===== config.mk =====
export PLATFORM = sky130hd
export DESIGN_NAME = branch_resolution_queue
export DESIGN_NICKNAME = d
export VERILOG_FILES = /design/src/rtl/bp_pkg.sv /design/src/rtl/brq_storage.sv /design/src/rtl/branch_resolution_queue.sv
export SDC_FILE = /design/constraint.sdc
export NUM_CORES = 1
export LEC_CHECK = 0
export CORE_AREA = 2 2 44 46
export CTS_BUF_LIST = sky130_fd_sc_hd__clkbuf_8
export DETAILED_ROUTE_END_ITERATION = 10
export DIE_AREA = 0 0 46 48
export GPL_ROUTABILITY_DRIVEN = 0
export PLACE_DENSITY = 0.82
export SYNTH_ARGS = -nofsm -noshare
export SYNTH_HDL_FRONTEND = slang
export SYNTH_SLANG_ARGS = --single-unit
export TNS_END_PERCENT = 1

===== constraint.sdc =====
create_clock -name clk -period 2.5 [get_ports clk]
set_input_delay 0.25 -clock clk [delete_from_list [all_inputs] [get_ports clk]]
set_output_delay 0.25 -clock clk [all_outputs]
set_load 0.02 [all_outputs]

===== src/rtl/bp_pkg.sv =====
`default_nettype none
// +-------------------------------------------------------------------------+
// | bp_pkg : shared defaults for the branch predictor and resolution queue. |
// | Rev 1.0 - initial release                                               |
// +-------------------------------------------------------------------------+
package bp_pkg;

  localparam int BP_ADDRESS_WIDTH = 1;
  localparam int BP_DEPTH_LOG2    = 2;
  localparam int BP_STATS_WIDTH   = 16;

  // Statistics counters stick at all-ones rather than wrapping.
  function automatic logic [BP_STATS_WIDTH-1:0] sat_inc(input logic [BP_STATS_WIDTH-1:0] v);
    return (v == {BP_STATS_WIDTH{1'b1}}) ? v : v + BP_STATS_WIDTH'(1);
  endfunction

endpackage
`default_nettype wire


===== src/rtl/brq_storage.sv =====
`default_nettype none
// +-------------------------------------------------------------------------+
// | brq_storage : circular entry store with write port and head read port.  |
// | Rev 1.0 - initial release                                               |
// +-------------------------------------------------------------------------+
module brq_storage
  import bp_pkg::*;
#(
  parameter int ADDRESS_WIDTH = BP_ADDRESS_WIDTH,
  parameter int DEPTH_LOG2    = BP_DEPTH_LOG2
) (
  input  logic                     clk,
  input  logic                     rst,
  input  logic                     flush,
  input  logic                     wr_en,
  input  logic [ADDRESS_WIDTH-1:0] wr_address,
  input  logic                     wr_prediction,
  input  logic                     rd_en,
  output logic [ADDRESS_WIDTH-1:0] rd_address,
  output logic                     rd_prediction
);

  localparam int c_depth = 1 << DEPTH_LOG2;

  logic [ADDRESS_WIDTH-1:0] r_mem_address    [c_depth];
  logic                     r_mem_prediction [c_depth];
  logic [DEPTH_LOG2-1:0]    r_wr_ptr;
  logic [DEPTH_LOG2-1:0]    r_rd_ptr;

  // Pointers are exactly DEPTH_LOG2 wide, so increment wraps modulo depth.
  always_ff @(posedge clk) begin
    if (rst || flush) begin
      r_wr_ptr <= '0;
      r_rd_ptr <= '0;
    end else begin
      if (wr_en) r_wr_ptr <= r_wr_ptr + DEPTH_LOG2'(1);
      if (rd_en) r_rd_ptr <= r_rd_ptr + DEPTH_LOG2'(1);
    end
  end

  always_ff @(posedge clk) begin
    if (wr_en) begin
      r_mem_address[r_wr_ptr]    <= wr_address;
      r_mem_prediction[r_wr_ptr] <= wr_prediction;
    end
  end

  assign rd_address    = r_mem_address[r_rd_ptr];
  assign rd_prediction = r_mem_prediction[r_rd_ptr];

endmodule
`default_nettype wire


===== src/rtl/branch_resolution_queue.sv =====
`default_nettype none
// +-------------------------------------------------------------------------+
// | branch_resolution_queue : in-order queue of predicted branches; trains  |
// | the predictor on resolve and flushes on mispredict.                     |
// | Optional statistics counters enabled by macro BRQ_STATS_EN.             |
// | Rev 1.0 - initial release                                               |
// +-------------------------------------------------------------------------+
module branch_resolution_queue
  import bp_pkg::*;
#(
  parameter int ADDRESS_WIDTH = BP_ADDRESS_WIDTH,
  parameter int DEPTH_LOG2    = BP_DEPTH_LOG2
) (
  input  logic                     clk,
  input  logic                     rst,
  input  logic                     push_valid,
  output logic                     push_ready,
  input  logic [ADDRESS_WIDTH-1:0] push_address,
  input  logic                     push_prediction,
  input  logic                     resolve_valid,
  input  logic                     resolve_taken,
  output logic                     upd_enable,
  output logic [ADDRESS_WIDTH-1:0] upd_address,
  output logic                     upd_result,
  output logic                     mispredict,
  output logic [DEPTH_LOG2:0]      count
`ifdef BRQ_STATS_EN
  ,
  output logic [BP_STATS_WIDTH-1:0] resolved_count,
  output logic [BP_STATS_WIDTH-1:0] mispredict_count
`endif
);

  localparam logic [DEPTH_LOG2:0] c_depth = (DEPTH_LOG2+1)'(1 << DEPTH_LOG2);

  logic [DEPTH_LOG2:0]      r_count;
  logic                     r_upd_enable;
  logic [ADDRESS_WIDTH-1:0] r_upd_address;
  logic                     r_upd_result;
  logic                     r_mispredict;

  logic                     w_push;
  logic                     w_pop;
  logic                     w_flush;
  logic [ADDRESS_WIDTH-1:0] w_head_address;
  logic                     w_head_prediction;

  assign push_ready = (r_count != c_depth);
  assign w_push     = push_valid && push_ready;
  // An entry written this cycle is not yet countable, so an empty queue ignores resolve.
  assign w_pop      = resolve_valid && (r_count != '0);
  assign w_flush    = w_pop && (w_head_prediction != resolve_taken);

  brq_storage #(
    .ADDRESS_WIDTH (ADDRESS_WIDTH),
    .DEPTH_LOG2    (DEPTH_LOG2)
  ) u_storage (
    .clk           (clk),
    .rst           (rst),
    .flush         (w_flush),
    .wr_en         (w_push && !w_flush),
    .wr_address    (push_address),
    .wr_prediction (push_prediction),
    .rd_en         (w_pop && !w_flush),
    .rd_address    (w_head_address),
    .rd_prediction (w_head_prediction)
  );

  // Mispredict drops every younger entry, including one offered this cycle.
  always_ff @(posedge clk) begin
    if (rst || w_flush) begin
      r_count <= '0;
    end else begin
      r_count <= r_count + (DEPTH_LOG2+1)'(w_push) - (DEPTH_LOG2+1)'(w_pop);
    end
  end

  always_ff @(posedge clk) begin
    if (rst) begin
      r_upd_enable  <= 1'b0;
      r_upd_address <= '0;
      r_upd_result  <= 1'b0;
      r_mispredict  <= 1'b0;
    end else begin
      r_upd_enable <= w_pop;
      r_mispredict <= w_flush;
      if (w_pop) begin
        r_upd_address <= w_head_address;
        r_upd_result  <= resolve_taken;
      end
    end
  end

  assign count       = r_count;
  assign upd_enable  = r_upd_enable;
  assign upd_address = r_upd_address;
  assign upd_result  = r_upd_result;
  assign mispredict  = r_mispredict;

`ifdef BRQ_STATS_EN
  logic [BP_STATS_WIDTH-1:0] r_resolved_count;
  logic [BP_STATS_WIDTH-1:0] r_mispredict_count;

  always_ff @(posedge clk) begin
    if (rst) begin
      r_resolved_count   <= '0;
      r_mispredict_count <= '0;
    end else begin
      if (w_pop)   r_resolved_count   <= sat_inc(r_resolved_count);
      if (w_flush) r_mispredict_count <= sat_inc(r_mispredict_count);
    end
  end

  assign resolved_count   = r_resolved_count;
  assign mispredict_count = r_mispredict_count;
`endif

endmodule
`default_nettype wire


Word level (Yosys, flattened, before mapping)
Memory sizes are Yosys's and may differ from the RTL's. A register that Yosys moved wholly into a read port is not among the register bits.
Index checks and enable logic that the tools add are counted.
{ "word_totals": {"rom_bits": 0, "memories": 2, "latch_bits": 0, "ram_bits": 8, "elab_cells": 26, "in_bits": 7, "out_inout_bits": 8, "ff_bits": 10} }
{ "op_classes": {"order_cmp": 0, "eq_ne": 2, "n_div": 0, "bitwise": 0, "shifts": 0, "mul": 0, "muxes": 4, "reduce_logical": 8, "add_sub_neg": 4} }
{ "memory_table": {"columns": ["name", "words", "word_bits", "rd", "rd_clocked_by_memory_dff", "write_ports", "line", "rtl"], "rows": [
  ["u_storage.r_mem_address", 4, 1, 1, 1, 1, "brq_storage.sv:25", "logic [ADDRESS_WIDTH-1:0] r_mem_address [c_depth];"],
  ["u_storage.r_mem_prediction", 4, 1, 1, 1, 1, "brq_storage.sv:26", "logic r_mem_prediction [c_depth];"]
]} }
{ "ops": {"columns": ["cell", "n"], "rows": [
  ["logical AND 1 bit", 5],
  ["adder 2 x 1 -> 2 bit, second input constant", 2],
  ["2-to-1 mux 2 bit", 2],
  ["adder 3 x 1 -> 3 bit", 1],
  ["inequality test 3 bit, second input constant", 1],
  ["nonzero test 3 bit", 1],
  ["subtractor 3 x 1 -> 3 bit", 1],
  ["2-to-1 mux 1 bit", 2],
  ["zero test 1 bit", 1],
  ["logical OR 1 bit", 1],
  ["inequality test 1 bit", 1]
]} }

Depth between registers and ports, before layout
Gate-level depths: netlist (run 1).
{ "depth": {"word_depth": 7, "depth_mapped": 10, "depth_no_buf": 10} }

Cells and area by module
Synthesis (run 1) repeated with hierarchy kept, for this count alone.
{ "unflattened": {"cells_unflattened": 73, "area_unflattened_um2": 969.7} }
{ "by_module_without_submodules": {"columns": ["module", "cells_each", "seq_area_each_um2", "area_per_inst_um2", "instances"], "rows": [
  ["brq_storage", 37, 360.3, 566.8, 1],
  ["branch_resolution_queue", 36, 140.1, 402.9, 1]
]} }

Worst setup path after synthesis (run 1)
No wires, ideal clock.
{ "synth_timing": {"kind": "register to register", "startpoint": "register r_count[2], in the netlist count[2]", "endpoint": "register r_count[2], in the netlist count[2]", "t_arrival_ns": 2.384, "slack_ns": 0.001, "path_stages_with_launch": 11, "setup_ns": 0.115, "period_less_slack_ns": 2.499, "required_ns": 2.385, "n_path_buf": 0, "path_cell_list": "dfxtp_1 -> or3b_2 -> nand2_1 -> ha_1 -> inv_1 -> ha_1 -> inv_1 -> fa_1 -> xor2_1 -> xnor2_1 -> nor2_1"} }
{ "synth_via": {"elab_chain_cells": 4, "word_cells_on_any_way": 8, "cone_classes": "add/sub: 2; eq/ne: 1; reduce/logical: 5"} }
{ "synth_lines": {"columns": ["item", "line", "rtl"], "rows": [
  ["from (decl)", "branch_resolution_queue.sv:36", "logic [DEPTH_LOG2:0] r_count;"],
  ["from (signal assigned)", "branch_resolution_queue.sv:74", "r_count <= r_count + (DEPTH_LOG2+1)'(w_push) - (DEPTH_LOG2+1)'(w_pop);"],
  ["inequality test 3 bit", "branch_resolution_queue.sv:48", "assign push_ready = (r_count != c_depth);"],
  ["net push_ready", "branch_resolution_queue.sv:17", "output logic push_ready,"],
  ["logical AND 1 bit", "branch_resolution_queue.sv:49", "assign w_push = push_valid && push_ready;"],
  ["adder 3 x 1 -> 3 bit", "branch_resolution_queue.sv:74", null],
  ["subtractor 3 x 1 -> 3 bit", "branch_resolution_queue.sv:74", null]
]} }
The timed path passes the listed nets, and every way through them passes these cells.
A chain may end at the register's enable or synchronous reset.

Worst setup path in the final report (run 1)
{ "layout_timing": {"startpoint": "register r_count[2], in the netlist count[2]", "endpoint": "register r_count[2], in the netlist count[2]"} }
{ "layout_via": {"elab_chain_cells": 4, "word_cells_on_any_way": 8, "cone_classes": "add/sub: 2; eq/ne: 1; reduce/logical: 5"} }
{ "layout_lines": {"columns": ["item", "line"], "rows": [
  ["inequality test 3 bit or nonzero test 3 bit (tied branches)", "branch_resolution_queue.sv:48, branch_resolution_queue.sv:51"],
  ["logical AND 1 bit, on equally long branches", "branch_resolution_queue.sv:49, branch_resolution_queue.sv:51"],
  ["adder 3 x 1 -> 3 bit or logical AND 1 bit (tied branches)", "branch_resolution_queue.sv:74, branch_resolution_queue.sv:52"],
  ["subtractor 3 x 1 -> 3 bit or logical OR 1 bit (tied branches)", "branch_resolution_queue.sv:74, branch_resolution_queue.sv:71"]
]} }
Parallel ways exist; a longest one is shown, timed or not.

==> results.py, run 1 <==
metrics = {
    "setup_path": {
        "r2r_end": "count[2]",
        "crit_buf_inv": 2,
        "arrival_ns": 2.50,
        "critPathMaxFanout": 4,
        "cp-start-kind": "flip-flop",
        "worstSetupPathType": "reg2reg",
        "critPathLaunch": "count[2]",
        "slowest_stage": "or3b_2",
        "crit_cells": 10,
        "reg2reg_depth": 10,
        "cpLargestDelayFamily": "adder cells",
        "r2r_slack_ns": 0.15,
        "end_kind": "flip-flop",
        "cp.required_ns": 2.65,
        "r2r-start": "count[2]",
        "max_stage_delay_ns": 0.50,
        "crit_chain": "or3b_2 -> nand2_2 -> ha_1 -> inv_1 -> ha_1 -> inv_1 -> fa_1 -> xor2_1 -> xnor2_1 -> nor2_1",
    },
    "min_path": {
        "hold-path-cell-count": 2,
        "hp-class": "reg2reg",
        "min-delay-start": "upd_result",
        "holdPathEnd": "upd_result",
    },
    "routing": {
        "drt_iter0_drc": 4,
        "drc": 0,
        "drt_wl_total_um": 1336,
        "via_count": 575,
        "final_antenna_net_count": 0,
        "wl_per_cell_um": 12.26,
        "vias_per_cell": 5.275,
        "firstDrtPassIters": 4,
    },
    "floorplan": {
        "core_um2": 1689,
        "dieArea_um2": 2208,
        "die_height_um": 48,
        "ios": 15,
        "fp.dieW_um": 46,
        "start_util_pct": 52.00,
        "num_rows": 15,
    },
    "synthesis": {
        "postSynthCellCount": 73,
        "syn_area_per_cell_um2": 12.03,
        "ys_seq_area_share_pct": 56.98,
        "ys_warn_count": 0,
        "synth.distinct_cells": 20,
        "ys_ff_latch": 21,
        "syn_area_um2": 878.3,
        "synth.net_count": 87,
    },
    "timing": {
        "setup_viol": 0,
        "period_share_pct": 93.90,
        "finClkSkew_ns": 0.008653,
        "fmax_mhz": 426.0,
        "tns_ns": 0,
        "slew_violations": 0,
        "relSlewSlack_pct": 74.91,
        "timing.final.hold_violations": 0,
        "worst_slew_pin_slew_ns": 0.3751,
        "fin_crit_ns": 2.348,
        "rsz0062_at_grt": "false",
    },
    "clock_network": {
        "clk_pin_slew_worst_paths_ns": 0.08,
        "post_cts_buffers": 0,
        "cts.sinks": 21,
        "clock_latency_ns": 0.26,
        "cts_buffers": 3,
        "ctsHtreeMaxLevel": 1,
        "hold_buffers": 0,
        "cts_tree": "done",
        "clock_path_buffers": 2,
        "cts_root_buf": "clkbuf_8",
    },
    "final_layout": {
        "drive_gt1_share_pct": 16.30,
        "final_nets": 107,
        "fillers": 128,
        "syn2layout_area_growth_pct": 26.07,
        "diodes": 0,
    },
    "grt": {
        "grt_pass1_wl_um": 2180,
        "grt_pass1_vias": 546,
        "overflow": 0,
        "antenna_found_initial": 0,
        "grt_use_total_pct": 14.65,
        "grt_max_degree": 13,
    },
    "place": {
        "port_buffers": 14,
        "hpwl_um": 1074,
    },
    "pwr": {
        "power_density_nw_per_um2": 1039,
        "p_leak_nw": 0.4295,
        "fin_total_pwr_mw": 1.151,
        "vdd_ir_drop_max_mv": 0.6663,
    },
    "run_status": {
        "status": "finished, final reports clean",
    },
    "flow_run": {
        "maxCapViolations": 0,
    },
}
## how the worst max path moves through the flow
stage	to	slack [ns]
final	count[2]	0.15
after global routing	count[2]	0.03
after CTS	count[2]	0.07
after detailed placement	count[2]	0.09
after global placement	count[2]	0.15
after floorplan	count[2]	0.001
## tightest hold or removal path, delay by kind of cell (launching register included)
kind	cells	cell delay, ns
compound gates	1	0.05
flops	1	0.31
simple gates	1	0.05
## registers in the layout, indices dropped and copies added (netlist names), named ones only
register,count
count,3
u_storage.r_rd_ptr,2
upd_result,1
u_storage.r_mem_address,4
u_storage.r_mem_prediction,4
upd_address,1
u_storage.r_wr_ptr,2
upd_enable,1
mispredict,1
## Yosys cell counts
cell type | number | area share, %
dfxtp_1 | 13 | 30
edfxtp_1 | 8 | 27
nand2_1 | 8 | 3.4
a21oi_1 | 7 | 4.0
ha_1 | 6 | 8.5
inv_1 | 6 | 2.6
nor2_1 | 5 | 2.1
and2_1 | 4 | 2.8
a21o_2 | 2 | 2.0
mux4_2 | 2 | 5.1
xnor2_1 | 2 | 2.0
xor2_1 | 2 | 2.0
and2_2 | 1 | 0.86
fa_1 | 1 | 2.3
nand2b_1 | 1 | 0.71
nand3_1 | 1 | 0.57
nand3b_1 | 1 | 0.86
o31ai_2 | 1 | 1.4
or3_1 | 1 | 0.71
or3b_2 | 1 | 1.0
## report_power, final
group	internal [mW]	switching [mW]
combinational	0.218	0.224
clock	0.111	0.106
sequential	0.431	0.0620
## final cells by class
class	count	area, um^2	share of cell area (%)
repair buffers	15	147.6	13.33
clock buffers	3	41.29	3.729
inverters	6	22.52	2.034
multi-input cells	46	366.6	33.11
clock inverters	1	5.005	0.4520
well taps	17	21.27	1.921
flip-flops and latches	21	503.0	45.42
## repair_timing
| action | CTS | global route |
|---|---|---|
| gates resized for setup | 0 | 4 |
| setup endpoints to repair | 0 | 1 |
| hold endpoints to repair | 0 | 0 |
## cell usage in the layout (no fill, tap or decap), types with 2 or more instances in the layout
cell and n:
a21o_2 2, a21oi_1 7, and2_1 4, clkbuf_8 3, clkdlybuf4s50_1 14, dfxtp_1 11, dfxtp_2 2, edfxtp_1 8
ha_1 6, inv_1 6, mux4_2 2, nand2_1 7, nor2_1 5, xnor2_1 2, xor2_1 2
## cells by family after synthesis
logic type | after synthesis | synth area share, %
simple gates | 23 | 13.11
flops | 21 | 56.98
compound gates | 10 | 7.407
fa+ha+maj | 7 | 10.83
buf+inv | 6 | 2.564
xor+xnor | 4 | 3.989
mux | 2 | 5.128
## per-layer routing
layer / global-route usage [%] / routed length (um) / up-vias
met5: 0 / 0 / -
met3: 3.396 / 37 / 6
met2: 23.33 / 667 / 13
li1: - / - / 283
met4: 13.14 / 53 / 0
met1: 16.35 / 578 / 273
## metrics by stage
stage | std cells | hold WS, ns | instance area (um^2) | worst slack (ns) | util, %
6_report | 109 | 0.4540 | 1107 | 0.1525 | 65.56
5_1_grt | 109 | 0.4714 | 1107 | 0.03135 | 65.56
4_1_cts | 109 | 0.4589 | 1094 | 0.06975 | 64.74
3_5_place_dp | 105 | 0.4481 | 1047 | 0.08695 | 62.00
3_3_place_gp | 105 | 0.4492 | 1047 | 0.1505 | 62.00
2_1_floorplan | 73 | 0.3191 | 878.3 | 0.001398 | -
Power figures use the tool's default switching activity.
==> run 2, diff against run 1 <==
- PLACE_DENSITY: 0.82 -> 0.86
==> results.py, run 2 (synthesis results as in run 1) <==
metrics = {
    "clock_network": {
        "cts_tree": "done",
        "cts_root_buf": "clkbuf_8",
        "cts_buffers": 3,
        "cts.sinks": 21,
        "clk_pin_slew_worst_paths_ns": 0.08,
        "ctsHtreeMaxLevel": 1,
        "clock_latency_ns": 0.26,
        "post_cts_buffers": 0,
        "clock_path_buffers": 2,
    },
    "routing": {
        "drt_iter0_drc": 10,
        "via_count": 555,
        "final_antenna_net_count": 0,
        "drt_wl_total_um": 1415,
        "vias_per_cell": 5.092,
        "wl_per_cell_um": 12.98,
        "drc": 0,
        "firstDrtPassIters": 3,
    },
    "setup_path": {
        "cpLargestDelayFamily": "adder cells",
        "cp-start-kind": "flip-flop",
        "critPathMaxFanout": 5,
        "worstSetupPathType": "reg2reg",
        "end_kind": "flip-flop",
        "cp.required_ns": 2.66,
        "slowest_stage": "or3b_2",
        "max_stage_delay_ns": 0.51,
        "crit_buf_inv": 2,
        "arrival_ns": 2.50,
        "crit_chain": "or3b_2 -> nand2_2 -> ha_1 -> inv_1 -> ha_1 -> inv_1 -> fa_1 -> xor2_1 -> xnor2_1 -> nor2_1",
    },
    "timing": {
        "relSlewSlack_pct": 73.14,
        "fmax_mhz": 427.8,
        "timing.final.hold_violations": 0,
        "slew_violations": 0,
        "finClkSkew_ns": 0.008266,
        "setup_viol": 0,
        "worst_slew_pin_slew_ns": 0.4015,
        "period_share_pct": 93.49,
        "tns_ns": 0,
        "fin_crit_ns": 2.337,
        "rsz0062_at_grt": "false",
    },
    "floorplan": {
        "dieArea_um2": 2208,
        "num_rows": 15,
        "die_height_um": 48,
        "start_util_pct": 52.00,
        "core_um2": 1689,
        "fp.dieW_um": 46,
        "ios": 15,
    },
    "run_status": {
        "status": "finished, final reports clean",
    },
    "final_layout": {
        "final_nets": 107,
        "mostFrequentLayoutCells": "clkdlybuf4s50_1, dfxtp_1, edfxtp_1, a21oi_1, nand2_1",
        "diodes": 0,
        "drive_gt1_share_pct": 16.30,
        "fillers": 121,
        "layout_commonest_cell": "clkdlybuf4s50_1",
        "syn2layout_area_growth_pct": 26.07,
    },
    "pwr": {
        "clkPwrFrac_pct": 18.9,
        "pwr-share-seq_pct": 42.6,
        "power.internal_uw": 758.2,
        "comb_power_share_pct": 38.5,
        "switchingPower_uw": 395.9,
        "power_density_nw_per_um2": 1042,
        "sw_frac_of_total_pct": 34.30,
        "vdd_ir_drop_max_mv": 0.6844,
        "fin_total_pwr_mw": 1.154,
        "p_leak_nw": 0.4295,
    },
    "place": {
        "hpwl_um": 1077,
        "port_buffers": 14,
    },
    "grt": {
        "grt_pass1_wl_um": 2242,
        "overflow": 0,
        "grt_pass1_vias": 529,
        "antenna_found_initial": 0,
        "grt_use_total_pct": 15.42,
        "grt_max_degree": 13,
    },
    "flow_run": {
        "maxCapViolations": 0,
    },
    "min_path": {
        "hp-class": "reg2reg",
    },
}
[run 2: cell counts in the layout (fill, tap and decap cells not counted)]
Identical to the previous run, type by type.
[run 2: area by class of cell]
type                       count  area (um^2)  area share [%]
clock buffer                   3        41.29           3.729
multi-input combinational     46        366.6           33.11
timing repair buffer          15        147.6           13.33
inverter                       6        22.52           2.034
clock inverter                 1        5.005          0.4520
tap                           17        21.27           1.921
sequential                    21        503.0           45.42
[run 2: power by group through the flow]
| stage | Clock (mW) | Sequential (mW) | Combinational (mW) |
|---|---|---|---|
| floorplan | 0 | 0.520 | 0.244 |
| global placement | 0 | 0.484 | 0.426 |
| detailed placement | 0 | 0.490 | 0.439 |
| CTS | 0.222 | 0.482 | 0.441 |
| global route | 0.233 | 0.504 | 0.494 |
| finish | 0.218 | 0.492 | 0.444 |
[run 2: layer usage]
layer | track usage, % | part of all wire [%] | up-vias
met1 | 16.51 | 42 | 258
met5 | 0 | 0 | -
met3 | 5.660 | 3.7 | 2
met2 | 26.39 | 52 | 12
met4 | 8.571 | 1.8 | 0
li1 | - | - | 283
[run 2: worst min-delay path: cells and delay by family, from the launching register on]
kind	cells	cell delay [ns]
DFF	1	0.31
and+or+nand+nor	1	0.05
AOI/OAI and AO/OA	1	0.05
[run 2: final timing paths]
path / from / slack [ns] / endpoint / cells after the start
worst max-delay path: count[1] / 0.16 / count[2] / 10
worst max register to register: count[1] / 0.16 / count[2] / 10
worst min register to register: upd_address / 0.45 / upd_address / 2
worst min-delay path: upd_address / 0.45 / upd_address / 2
[run 2: metrics by stage]
stage	area (um^2)	utilization, %	hold slack, ns	setup WS (ns)	cells
final	1107	65.56	0.4531	0.1627	109
after detailed placement	1047	62.00	0.4455	0.1291	105
after global placement	1047	62.00	0.4435	0.1432	105
after CTS	1094	64.74	0.4563	0.1013	109
after floorplan	878.3	-	0.3191	0.001398	73
after global routing	1107	65.56	0.4790	0.03341	109
[run 2: timing repair]
action | in CTS | in global routing
endpoints found under the hold margin | 0 | 0
hold buffers | 0 | 0
resized for setup | 0 | 4
endpoints found under the setup margin | 0 | 1
==> run 3, diff against run 2 <==
- CORE_AREA: 2 2 44 46 -> 8 8 50 52
- DIE_AREA: 0 0 46 48 -> 0 0 58 60
==> results.py, run 3 (synthesis results as in run 1) <==
metrics = {
    "run_status": {
        "status": "finished, final reports clean",
    },
    "pwr": {
        "vdd_ir_drop_max_mv": 0.6491,
        "sw_frac_of_total_pct": 34.05,
        "switchingPower_uw": 390.6,
        "pwr-share-seq_pct": 43.0,
        "p_leak_nw": 0.4309,
        "comb_power_share_pct": 38.5,
        "power.internal_uw": 756.6,
        "power_density_nw_per_um2": 1036,
        "clkPwrFrac_pct": 18.4,
        "fin_total_pwr_mw": 1.147,
    },
    "timing": {
        "fin_crit_ns": 2.348,
        "setup_viol": 0,
        "timing.final.hold_violations": 0,
        "slew_violations": 0,
        "fmax_mhz": 425.9,
        "finClkSkew_ns": 0.009539,
        "period_share_pct": 93.91,
        "relSlewSlack_pct": 77.10,
        "tns_ns": 0,
        "worst_slew_pin_slew_ns": 0.3423,
        "rsz0062_at_grt": "false",
    },
    "routing": {
        "final_antenna_net_count": 0,
        "drt_wl_total_um": 1469,
        "firstDrtPassIters": 2,
        "drc": 0,
        "via_count": 592,
        "vias_per_cell": 5.382,
        "drt_iter0_drc": 19,
        "wl_per_cell_um": 13.35,
    },
    "clock_network": {
        "cts_root_buf": "clkbuf_8",
        "cts_buffers": 3,
        "ctsHtreeMaxLevel": 1,
        "clk_pin_slew_worst_paths_ns": 0.07,
        "clock_path_buffers": 2,
        "clock_latency_ns": 0.26,
        "cts_tree": "done",
        "cts.sinks": 21,
    },
    "floorplan": {
        "dieArea_um2": 3480,
        "fp.dieW_um": 58,
        "start_util_pct": 48.75,
        "num_rows": 16,
        "die_height_um": 60,
        "core_um2": 1802,
        "ios": 15,
    },
    "grt": {
        "grt_pass1_wl_um": 2311,
        "antenna_found_initial": 0,
        "grt_pass1_vias": 537,
        "grt_max_degree": 12,
        "overflow": 0,
        "grt_use_total_pct": 9.299,
    },
    "setup_path": {
        "reg2reg_depth": 10,
        "worstSetupPathType": "reg2reg",
        "critPathLaunch": "count[2]",
        "endpoint": "count[2]",
        "r2r_slack_ns": 0.15,
        "r2r_end": "count[2]",
        "r2r-start": "count[2]",
        "cp-start-kind": "flip-flop",
        "end_kind": "flip-flop",
        "critPathMaxFanout": 4,
        "cp.required_ns": 2.66,
        "arrival_ns": 2.50,
    },
    "place": {
        "hpwl_um": 1174,
        "placed_cells": 106,
        "port_buffers": 14,
    },
    "final_layout": {
        "diodes": 0,
        "final_cells": 110,
        "mostFrequentLayoutCells": "clkdlybuf4s50_1, dfxtp_1, edfxtp_1",
        "final_nets": 107,
        "drive_gt1_share_pct": 15.22,
        "layout_commonest_cell": "clkdlybuf4s50_1",
        "fillers": 141,
        "syn2layout_area_growth_pct": 26.07,
    },
    "min_path": {
        "hp-class": "reg2reg",
    },
    "flow_run": {
        "maxCapViolations": 0,
    },
}
run 3: how the worst min path moves through the flow:
stage / end / depth (start not counted) / startpoint
finish: upd_result / 2 / upd_result
global route: upd_address / 2 / upd_address
CTS: upd_result / 2 / upd_result
detailed placement: upd_result / 2 / upd_result
global placement: upd_result / 2 / upd_result
floorplan: flip-flop / 1 / rst
run 3: critical path, cell delays in order (launching register included):
cell,delay [ns]
dfxtp_2,0.39
or3b_2,0.50
nand2_2,0.13
ha_1,0.23
inv_1,0.06
ha_1,0.12
inv_1,0.05
fa_1,0.37
xor2_1,0.18
xnor2_1,0.16
nor2_1,0.06
run 3: per-stage QoR:
stage          hold WS [ns]  util (%)  cell area, um^2  setup slack [ns]
2_1_floorplan        0.3191         -            878.3          0.001398
3_3_place_gp         0.4416     58.19             1049            0.1416
3_5_place_dp         0.4513     58.19             1049            0.1056
4_1_cts              0.4655     60.69             1094           0.07462
5_1_grt              0.4913     61.46             1107           0.04198
6_report             0.4650     61.46             1107            0.1521
run 3: final cells by class:
cell class | count | area, um^2 | share of cell area [%]
flip-flops and latches | 21 | 503.0 | 45.42
multi-input cells | 46 | 366.6 | 33.11
repair buffers | 15 | 147.6 | 13.33
clock buffers | 3 | 41.29 | 3.729
inverters | 6 | 22.52 | 2.034
well taps | 18 | 22.52 | 2.034
clock inverters | 1 | 3.754 | 0.3390
run 3: repair_timing:
action	4_1_cts	5_1_grt
gates resized for setup	0	4
setup buffers	0	0
endpoints found under the setup margin	0	1
hold buffers	0	0
run 3: power groups by stage:
| stage | Combinational [mW] | Clock (mW) | Sequential [mW] |
|---|---|---|---|
| 6_report | 0.442 | 0.212 | 0.494 |
| 5_1_grt | 0.489 | 0.228 | 0.502 |
| 4_1_cts | 0.442 | 0.221 | 0.483 |
| 3_5_place_dp | 0.439 | 0 | 0.490 |
| 3_3_place_gp | 0.427 | 0 | 0.485 |
| 2_1_floorplan | 0.244 | 0 | 0.520 |
run 3: per-layer routing:
layer  track usage, %  vias to the layer above  part of all wire [%]
li1                 -                      285                     -
met1            7.975                      290                    38
met2            16.56                       12                    53
met3            2.151                        5                   4.1
met4            10.49                        0                   4.4
met5                0                        -                     0
